**src/rtl/cdc_bus_tx_arbiter_if.sv**
```systemverilog
// rtl/cdc_bus_tx_arbiter_if.sv - requester/synchronizer bundle for the cdc bus tx arbiter
//
// Purpose: groups the requester handshake and the synchronizer-facing bus
// of cdc_bus_tx_arbiter into one interface.
// Signals:
//   en          arbitration enable (gates new grants only)
//   req_valid   per-requester request, NUM_REQ bits
//   req_data    packed words, requester i at [i*BUS_WIDTH +: BUS_WIDTH]
//   req_ready   one-hot accept from the arbiter
//   unsync_bus  registered word to the synchronizer
//   bus_enable  registered enable to the synchronizer
//   grant_id    index of the last accepted requester
//   busy        transfer in progress (HOLD or GAP)
//   xfer_done   one-cycle pulse on the last GAP cycle
// Modports: master = arbiter side, slave = requester/observer side.
interface cdc_bus_tx_arbiter_if #(
  parameter int NUM_REQ   = 4,
  parameter int BUS_WIDTH = 8
);
  localparam int ID_W = $clog2(NUM_REQ);

  logic                         en;
  logic [NUM_REQ-1:0]           req_valid;
  logic [NUM_REQ*BUS_WIDTH-1:0] req_data;
  logic [NUM_REQ-1:0]           req_ready;
  logic [BUS_WIDTH-1:0]         unsync_bus;
  logic                         bus_enable;
  logic [ID_W-1:0]              grant_id;
  logic                         busy;
  logic                         xfer_done;

  modport master (
    input  en, req_valid, req_data,
    output req_ready, unsync_bus, bus_enable, grant_id, busy, xfer_done
  );

  modport slave (
    output en, req_valid, req_data,
    input  req_ready, unsync_bus, bus_enable, grant_id, busy, xfer_done
  );
endinterface

```
**src/rtl/cdc_bus_tx_arbiter.sv**
```systemverilog
// rtl/cdc_bus_tx_arbiter.sv - round-robin scheduler driving a multi-stage bus synchronizer
//
// Purpose: shares one unsync_bus/bus_enable pair between NUM_REQ requesters.
// One word is accepted at a time by rotating priority, held with bus_enable
// high for HOLD_CYCLES cycles, then bus_enable is held low for GAP_CYCLES
// cycles so every enable edge is seen by the destination clock.
// Ports:
//   CLK  source-domain clock
//   RST  synchronous active-high reset
//   bus  cdc_bus_tx_arbiter_if.master (requester handshake + synchronizer bus)
module cdc_bus_tx_arbiter #(
  parameter int NUM_REQ     = 4,
  parameter int BUS_WIDTH   = 8,
  parameter int HOLD_CYCLES = 6,
  parameter int GAP_CYCLES  = 4
) (
  input  logic                 CLK,
  input  logic                 RST,
  cdc_bus_tx_arbiter_if.master bus
);
  localparam int ID_W    = $clog2(NUM_REQ);
  localparam int CNT_MAX = (HOLD_CYCLES > GAP_CYCLES) ? HOLD_CYCLES : GAP_CYCLES;
  localparam int CNT_W   = $clog2(CNT_MAX + 1);

  typedef enum logic [1:0] {IDLE, HOLD, GAP} state_t;

  state_t               state_q, state_d;
  logic [CNT_W-1:0]     cnt_q, cnt_d;
  logic [ID_W-1:0]      last_q, last_d;
  logic [ID_W-1:0]      gid_q, gid_d;
  logic [BUS_WIDTH-1:0] word_q, word_d;
  logic                 ben_q, ben_d;

  logic [NUM_REQ-1:0]   pick;
  logic [ID_W-1:0]      sel_idx;
  logic [ID_W-1:0]      scan_idx;
  logic                 found;
  logic [NUM_REQ-1:0]   ready;
  logic                 accept;

  // Rotating-priority search: start just after the last winner and wrap.
  always_comb begin
    pick     = '0;
    sel_idx  = '0;
    scan_idx = '0;
    found    = 1'b0;
    for (int k = 1; k <= NUM_REQ; k++) begin
      scan_idx = ID_W'((int'(last_q) + k) % NUM_REQ);
      if (!found && bus.req_valid[scan_idx]) begin
        pick[scan_idx] = 1'b1;
        sel_idx        = scan_idx;
        found          = 1'b1;
      end
    end
  end

  // Grants only from IDLE with en high; reset forces ready low combinationally.
  assign ready  = (RST || !bus.en || state_q != IDLE) ? '0 : pick;
  assign accept = |ready;

  always_comb begin
    state_d = state_q;
    cnt_d   = cnt_q;
    last_d  = last_q;
    gid_d   = gid_q;
    word_d  = word_q;
    ben_d   = ben_q;
    case (state_q)
      IDLE: begin
        if (accept) begin
          word_d  = bus.req_data[sel_idx*BUS_WIDTH +: BUS_WIDTH];
          ben_d   = 1'b1;
          gid_d   = sel_idx;
          last_d  = sel_idx;
          cnt_d   = CNT_W'(HOLD_CYCLES - 1);
          state_d = HOLD;
        end
      end
      HOLD: begin
        if (cnt_q == '0) begin
          ben_d   = 1'b0;
          cnt_d   = CNT_W'(GAP_CYCLES - 1);
          state_d = GAP;
        end else begin
          cnt_d = cnt_q - CNT_W'(1);
        end
      end
      GAP: begin
        // The word stays on the bus; only the enable drops.
        if (cnt_q == '0) begin
          state_d = IDLE;
        end else begin
          cnt_d = cnt_q - CNT_W'(1);
        end
      end
      default: state_d = IDLE;
    endcase
  end

  always_ff @(posedge CLK) begin
    if (RST) begin
      state_q <= IDLE;
      cnt_q   <= '0;
      last_q  <= ID_W'(NUM_REQ - 1);
      gid_q   <= '0;
      word_q  <= '0;
      ben_q   <= 1'b0;
    end else begin
      state_q <= state_d;
      cnt_q   <= cnt_d;
      last_q  <= last_d;
      gid_q   <= gid_d;
      word_q  <= word_d;
      ben_q   <= ben_d;
    end
  end

  assign bus.req_ready  = ready;
  assign bus.unsync_bus = word_q;
  assign bus.bus_enable = ben_q;
  assign bus.grant_id   = gid_q;
  assign bus.busy       = (state_q != IDLE);
  assign bus.xfer_done  = (state_q == GAP) && (cnt_q == '0);
endmodule

```
**src/flat_wrapper.sv**
```systemverilog
// flat-port wrapper written by rule: the top's interface ports become plain ports
module cdc_bus_tx_arbiter_flat 
#(
  parameter int NUM_REQ     = 4,
  parameter int BUS_WIDTH   = 8,
  parameter int HOLD_CYCLES = 6,
  parameter int GAP_CYCLES  = 4
)
  (CLK, RST, bus_en, bus_req_valid, bus_req_data, bus_req_ready, bus_unsync_bus, bus_bus_enable, bus_grant_id, bus_busy, bus_xfer_done);
  cdc_bus_tx_arbiter_if #(.NUM_REQ(NUM_REQ), .BUS_WIDTH(BUS_WIDTH)) bus_i ();
  input  logic CLK;
  input  logic RST;
  input wire logic [$bits(bus_i.en)-1:0] bus_en;
  input wire logic [$bits(bus_i.req_valid)-1:0] bus_req_valid;
  input wire logic [$bits(bus_i.req_data)-1:0] bus_req_data;
  output wire logic [$bits(bus_i.req_ready)-1:0] bus_req_ready;
  output wire logic [$bits(bus_i.unsync_bus)-1:0] bus_unsync_bus;
  output wire logic [$bits(bus_i.bus_enable)-1:0] bus_bus_enable;
  output wire logic [$bits(bus_i.grant_id)-1:0] bus_grant_id;
  output wire logic [$bits(bus_i.busy)-1:0] bus_busy;
  output wire logic [$bits(bus_i.xfer_done)-1:0] bus_xfer_done;
  assign bus_i.en = bus_en;
  assign bus_i.req_valid = bus_req_valid;
  assign bus_i.req_data = bus_req_data;
  assign bus_req_ready = bus_i.req_ready;
  assign bus_unsync_bus = bus_i.unsync_bus;
  assign bus_bus_enable = bus_i.bus_enable;
  assign bus_grant_id = bus_i.grant_id;
  assign bus_busy = bus_i.busy;
  assign bus_xfer_done = bus_i.xfer_done;
  cdc_bus_tx_arbiter #(.NUM_REQ(NUM_REQ), .BUS_WIDTH(BUS_WIDTH), .HOLD_CYCLES(HOLD_CYCLES), .GAP_CYCLES(GAP_CYCLES)) u_core (.CLK(CLK), .RST(RST), .bus(bus_i));
endmodule
```
**config.mk**
```make
export PLATFORM = sky130hd
export DESIGN_NAME = cdc_bus_tx_arbiter_flat
export DESIGN_NICKNAME = d
export VERILOG_FILES = /design/src/rtl/cdc_bus_tx_arbiter_if.sv /design/src/rtl/cdc_bus_tx_arbiter.sv /design/src/flat_wrapper.sv
export SDC_FILE = /design/constraint.sdc
export NUM_CORES = 1
export LEC_CHECK = 0
export ABC_AREA = 1
export CAP_MARGIN = 15
export CELL_PAD_IN_SITES_DETAIL_PLACEMENT = 0
export CELL_PAD_IN_SITES_GLOBAL_PLACEMENT = 2
export CORE_MARGIN = 8
export CORE_UTILIZATION = 35
export CTS_CLUSTER_SIZE = 25
export DETAILED_ROUTE_END_ITERATION = 8
export DONT_BUFFER_PORTS = 1
export HOLD_SLACK_MARGIN = 0.15
export PLACE_DENSITY_LB_ADDON = 0.2
export RECOVER_POWER = 100
export SLEW_MARGIN = 0
export SYNTH_ARGS = -nofsm -noshare
export SYNTH_HDL_FRONTEND = slang
export SYNTH_SLANG_ARGS = --single-unit
```
**constraint.sdc**
```tcl
create_clock -name CLK -period 5.7 [get_ports CLK]
set_input_delay 0.285 -clock CLK [delete_from_list [all_inputs] [get_ports CLK]]
set_output_delay 0.285 -clock CLK [all_outputs]
set_load 0.01 [all_outputs]
```
==> PnR_summary.wiki <==
{| class="wikitable"
! Metric !! Value
|-
| Total wirelength of the detailed-routed design || 4.27 mm
|-
| Static leakage || 0.890 nW
|-
| Areal power density over the cells || 708 mW/mm^2
|-
| Mapped Nets || 322
|-
| Run status || completed
|-
| Gr ovfl total || 0
|-
| Yosys reg bits || 18
|-
| Vertical extent of the die || 86.0 um
|-
| CTS tree || yes
|-
| Internal power || 533 uW
|-
| Site row count || 25
|-
| Hold Path Class || in2reg
|-
| Fraction of power consumed by sequential logic || 0.198
|-
| Remaining design rule violation count || 0
|-
| Final weighted congestion of routability-driven global placement || 0.789
|-
| Per-cell via count in the routed design || 4.73
|-
| Initial antenna violation count || 0
|-
| Combinational group share of total power || 0.716
|-
| Top post-synthesis cells by area || sky130_fd_sc_hd__dfxtp_1 (21%), sky130_fd_sc_hd__nand2_1 (19%), sky130_fd_sc_hd__ha_1 (10%)
|-
| Top flip-flop cell by instance count after synthesis || sky130_fd_sc_hd__dfxtp_1
|-
| Routed vias || 1,572
|-
| Wire length of the first global-routing pass || 7.38 mm
|-
| Arr. time, crit path || 4.27 ns
|-
| Setup repair after global routing missed its margin || false
|-
| Ports placed on the boundary || 56
|-
| Synth top area share || 0.210
|-
| Number of distinct standard cells referenced by the synthesized netlist || 30
|-
| Final critical-path required period || 4.08 ns
|-
| Full die area || 0.00739 sq mm
|-
| Maximum clock path buffer count || 2
|-
| Placeable Area || 0.00472 sq mm
|-
| H-tree depth || 1
|-
| Final worst clock skew || 0.00393 ns
|-
| Fraction of synthesis flops using an asynchronous set or reset pin || 0
|-
| Resized Gates After CTS || 0
|-
| Final sum of negative setup slack || 0 ns
|-
| Routed length per instance || 12.9 um
|-
| Clock transition at the register clock pins on the worst setup and hold paths after CTS || 0.08 ns
|-
| Layout cell share with drive strength beyond 1 || 0.102
|-
| Data required time at the worst endpoint || 5.89 ns
|-
| Max Clk Rate || 245 MHz
|-
| Final HPWL DP || 3.39 mm
|-
| Relative slew margins || 0.324
|-
| Vias in the first global route || 1,616
|-
| Count of TritonRoute iterations in the first routing pass || 4
|-
| Cells after synthesis || 269
|-
| Synth warn || 0
|-
| Count of placed standard cells including taps || 327
|-
| Switch share || 0.572
|-
| DRT antenna net count || 0
|-
| Overall Global Routing Usage || 0.122
|-
| Most numerous cell types in the synthesized netlist || sky130_fd_sc_hd__nand2_1 (85), sky130_fd_sc_hd__inv_1 (33), sky130_fd_sc_hd__nor2_1 (26)
|-
| Initial standard-cell utilization of the core || 0.363
|-
| Net total in the final layout || 319
|-
| Critical path launch point type || flop
|-
| 1st-iter DRT viols || 45
|-
| Instance area after placement || 0.00173 sq mm
|-
| Critical setup path kind || reg2reg
|-
| Final Instance Count excl. Fillers || 332
|-
| Number of hold-slack violations in the final timing report || 0
|-
| Fillers || 520
|-
| Worst skew pair latency || 0.25 ns
|-
| Cell with the most instances after synthesis || sky130_fd_sc_hd__nand2_1
|-
| Die W || 86.0 um
|-
| Synth Cell Area || 0.00171 sq mm
|-
| Final Slew Violations || 0
|-
| Count of flip-flops with a built-in enable after synthesis || 0
|-
| Number of setup violations in the final report || 0
|-
| IR drop worst, VDD || 0.000226 V
|-
| Clock power frac || 0.086
|-
| Mean instance size in the synthesized netlist || 6.37 sq um
|-
| Actual transition at the worst max-transition pin || 1.01 ns
|-
| Tcrit/Tclk final || 0.716
|-
| Cts bufs inserted || 3
|-
| Inserted Diodes || 0
|-
| Sort of element at the end of the critical path || flop
|-
| Maximum Capacitance Violations || 0
|-
| Largest net degree at the start of global routing || 30
|-
| Cell area after layout || 0.00176 sq mm
|-
| Buffers on Ports || 0
|-
| Net switching power || 713 uW
|-
| Layout overhead on the synthesized area || 2.63%
|-
| Post-synthesis cell type with the largest combined area || sky130_fd_sc_hd__dfxtp_1
|-
| Part of the Yosys area used for sequential elements || 0.210
|-
| Sinks on the clock net || 18
|-
| Root buf cell || sky130_fd_sc_hd__clkbuf_8
|-
| Maximum fanout count along the critical path || 13
|}
cell type report:
cell class	count	area, sq um	area share
tap	67	83.8	0.0477
timing repair buffer	1	10.0	0.00569
multi-input combinational	203	1100	0.627
sequential	18	360	0.205
inverter	39	148	0.0839
clock buffer	4	55.1	0.0313
cells by family (layout without fill, tap and decap cells):
logic type | Yosys count | after routing | synth area share
xor+xnor | 1 | 1 | 0.00511
fa+ha+maj | 14 | 14 | 0.102
flops | 18 | 18 | 0.210
buf+inv | 48 | 44 | 0.131
compound gates | 45 | 45 | 0.177
simple gates | 143 | 143 | 0.374
through the flow:
| step | setup slack (ns) | power [mW] | hold slack (ns) | util |
|---|---|---|---|---|
| 3_3_place_gp | 2.50 | 1.20 | 0.356 | 0.365 |
| 3_5_place_dp | 2.44 | 1.19 | 0.358 | 0.365 |
| 4_1_cts | 2.42 | 1.30 | 0.275 | 0.379 |
| 2_1_floorplan | 3.42 | 1.08 | 0.452 | - |
| 5_1_grt | 1.05 | 1.42 | 0.315 | 0.372 |
| 6_report | 1.62 | 1.25 | 0.268 | 0.372 |
flip-flops by register name (all words and copies together), names as in the netlist:
| register | flops |
|---|---|
| u_core.cnt_q | 3 |
| u_core.last_q | 2 |
| u_core.bus.bus_enable | 1 |
| u_core.bus.unsync_bus | 8 |
| u_core.state_q | 2 |
| u_core.bus.grant_id | 2 |
power groups by stage:
| stage | combinational, mW | sequential (mW) | clock, mW |
|---|---|---|---|
| global route | 1.05 | 0.258 | 0.115 |
| global placement | 0.941 | 0.254 | 0 |
| floorplan | 0.850 | 0.228 | 0 |
| finish | 0.892 | 0.246 | 0.107 |
| CTS | 0.939 | 0.251 | 0.109 |
| detailed placement | 0.935 | 0.254 | 0 |
worst paths after layout:
check                                       from                  endpoint  slack [ns]  cells past startpoint
worst max-delay path            u_core.last_q[0]           u_core.cnt_q[0]        1.62                     15
worst min-delay path             bus_req_data[4]  u_core.bus.unsync_bus[4]        0.27                      4
worst max register to register  u_core.last_q[0]           u_core.cnt_q[0]        1.62                     15
worst min register to register   u_core.cnt_q[0]           u_core.cnt_q[0]        0.49                      2
metal layers:
metal	vias up	share of wire	GRT usage
li1	847	-	-
met2	37	0.46	0.211
met1	686	0.46	0.138
met3	2	0.066	0.0449
met4	0	0.0070	0.0287
met5	-	0	0
repair_timing:
action                                 4_1_cts  5_1_grt
hold buffers                                 1        0
endpoints found under the hold margin        6        0
buffers inserted                             0        0
worst max-delay path, cell delays in order, from the launching register on:
cell and delay, ns:
sky130_fd_sc_hd__dfxtp_1 0.60, sky130_fd_sc_hd__clkinvlp_2 0.52, sky130_fd_sc_hd__ha_1 0.52, sky130_fd_sc_hd__inv_1 0.10, sky130_fd_sc_hd__nand3_1 0.17, sky130_fd_sc_hd__nand2_4 0.14
sky130_fd_sc_hd__nor2_1 0.14, sky130_fd_sc_hd__nand3_1 0.10, sky130_fd_sc_hd__nand3_1 0.08, sky130_fd_sc_hd__nand2_1 0.09, sky130_fd_sc_hd__nand2_1 0.06, sky130_fd_sc_hd__nor2_1 0.75
sky130_fd_sc_hd__nand2_1 0.37, sky130_fd_sc_hd__nand2_1 0.18, sky130_fd_sc_hd__nand2_1 0.06, sky130_fd_sc_hd__a21oi_1 0.11
layout by cell type (no fill, tap or decap), types with 2 or more instances in the layout:
cell type / count
sky130_fd_sc_hd__nor2_4: 2
sky130_fd_sc_hd__nor2_1: 28
sky130_fd_sc_hd__o211ai_1: 6
sky130_fd_sc_hd__o211ai_2: 5
sky130_fd_sc_hd__dfxtp_1: 18
sky130_fd_sc_hd__o21ai_1: 9
sky130_fd_sc_hd__clkbuf_8: 4
sky130_fd_sc_hd__a21oi_1: 12
sky130_fd_sc_hd__a21oi_2: 2
sky130_fd_sc_hd__ha_1: 14
sky130_fd_sc_hd__inv_2: 5
sky130_fd_sc_hd__inv_1: 33
sky130_fd_sc_hd__o21ai_0: 6
sky130_fd_sc_hd__nand2_1: 86
sky130_fd_sc_hd__nand2_2: 4
sky130_fd_sc_hd__a21boi_0: 3
sky130_fd_sc_hd__nand4_1: 5
sky130_fd_sc_hd__nand3_1: 14
No activity file was read; power rests on OpenSTA's default activity.
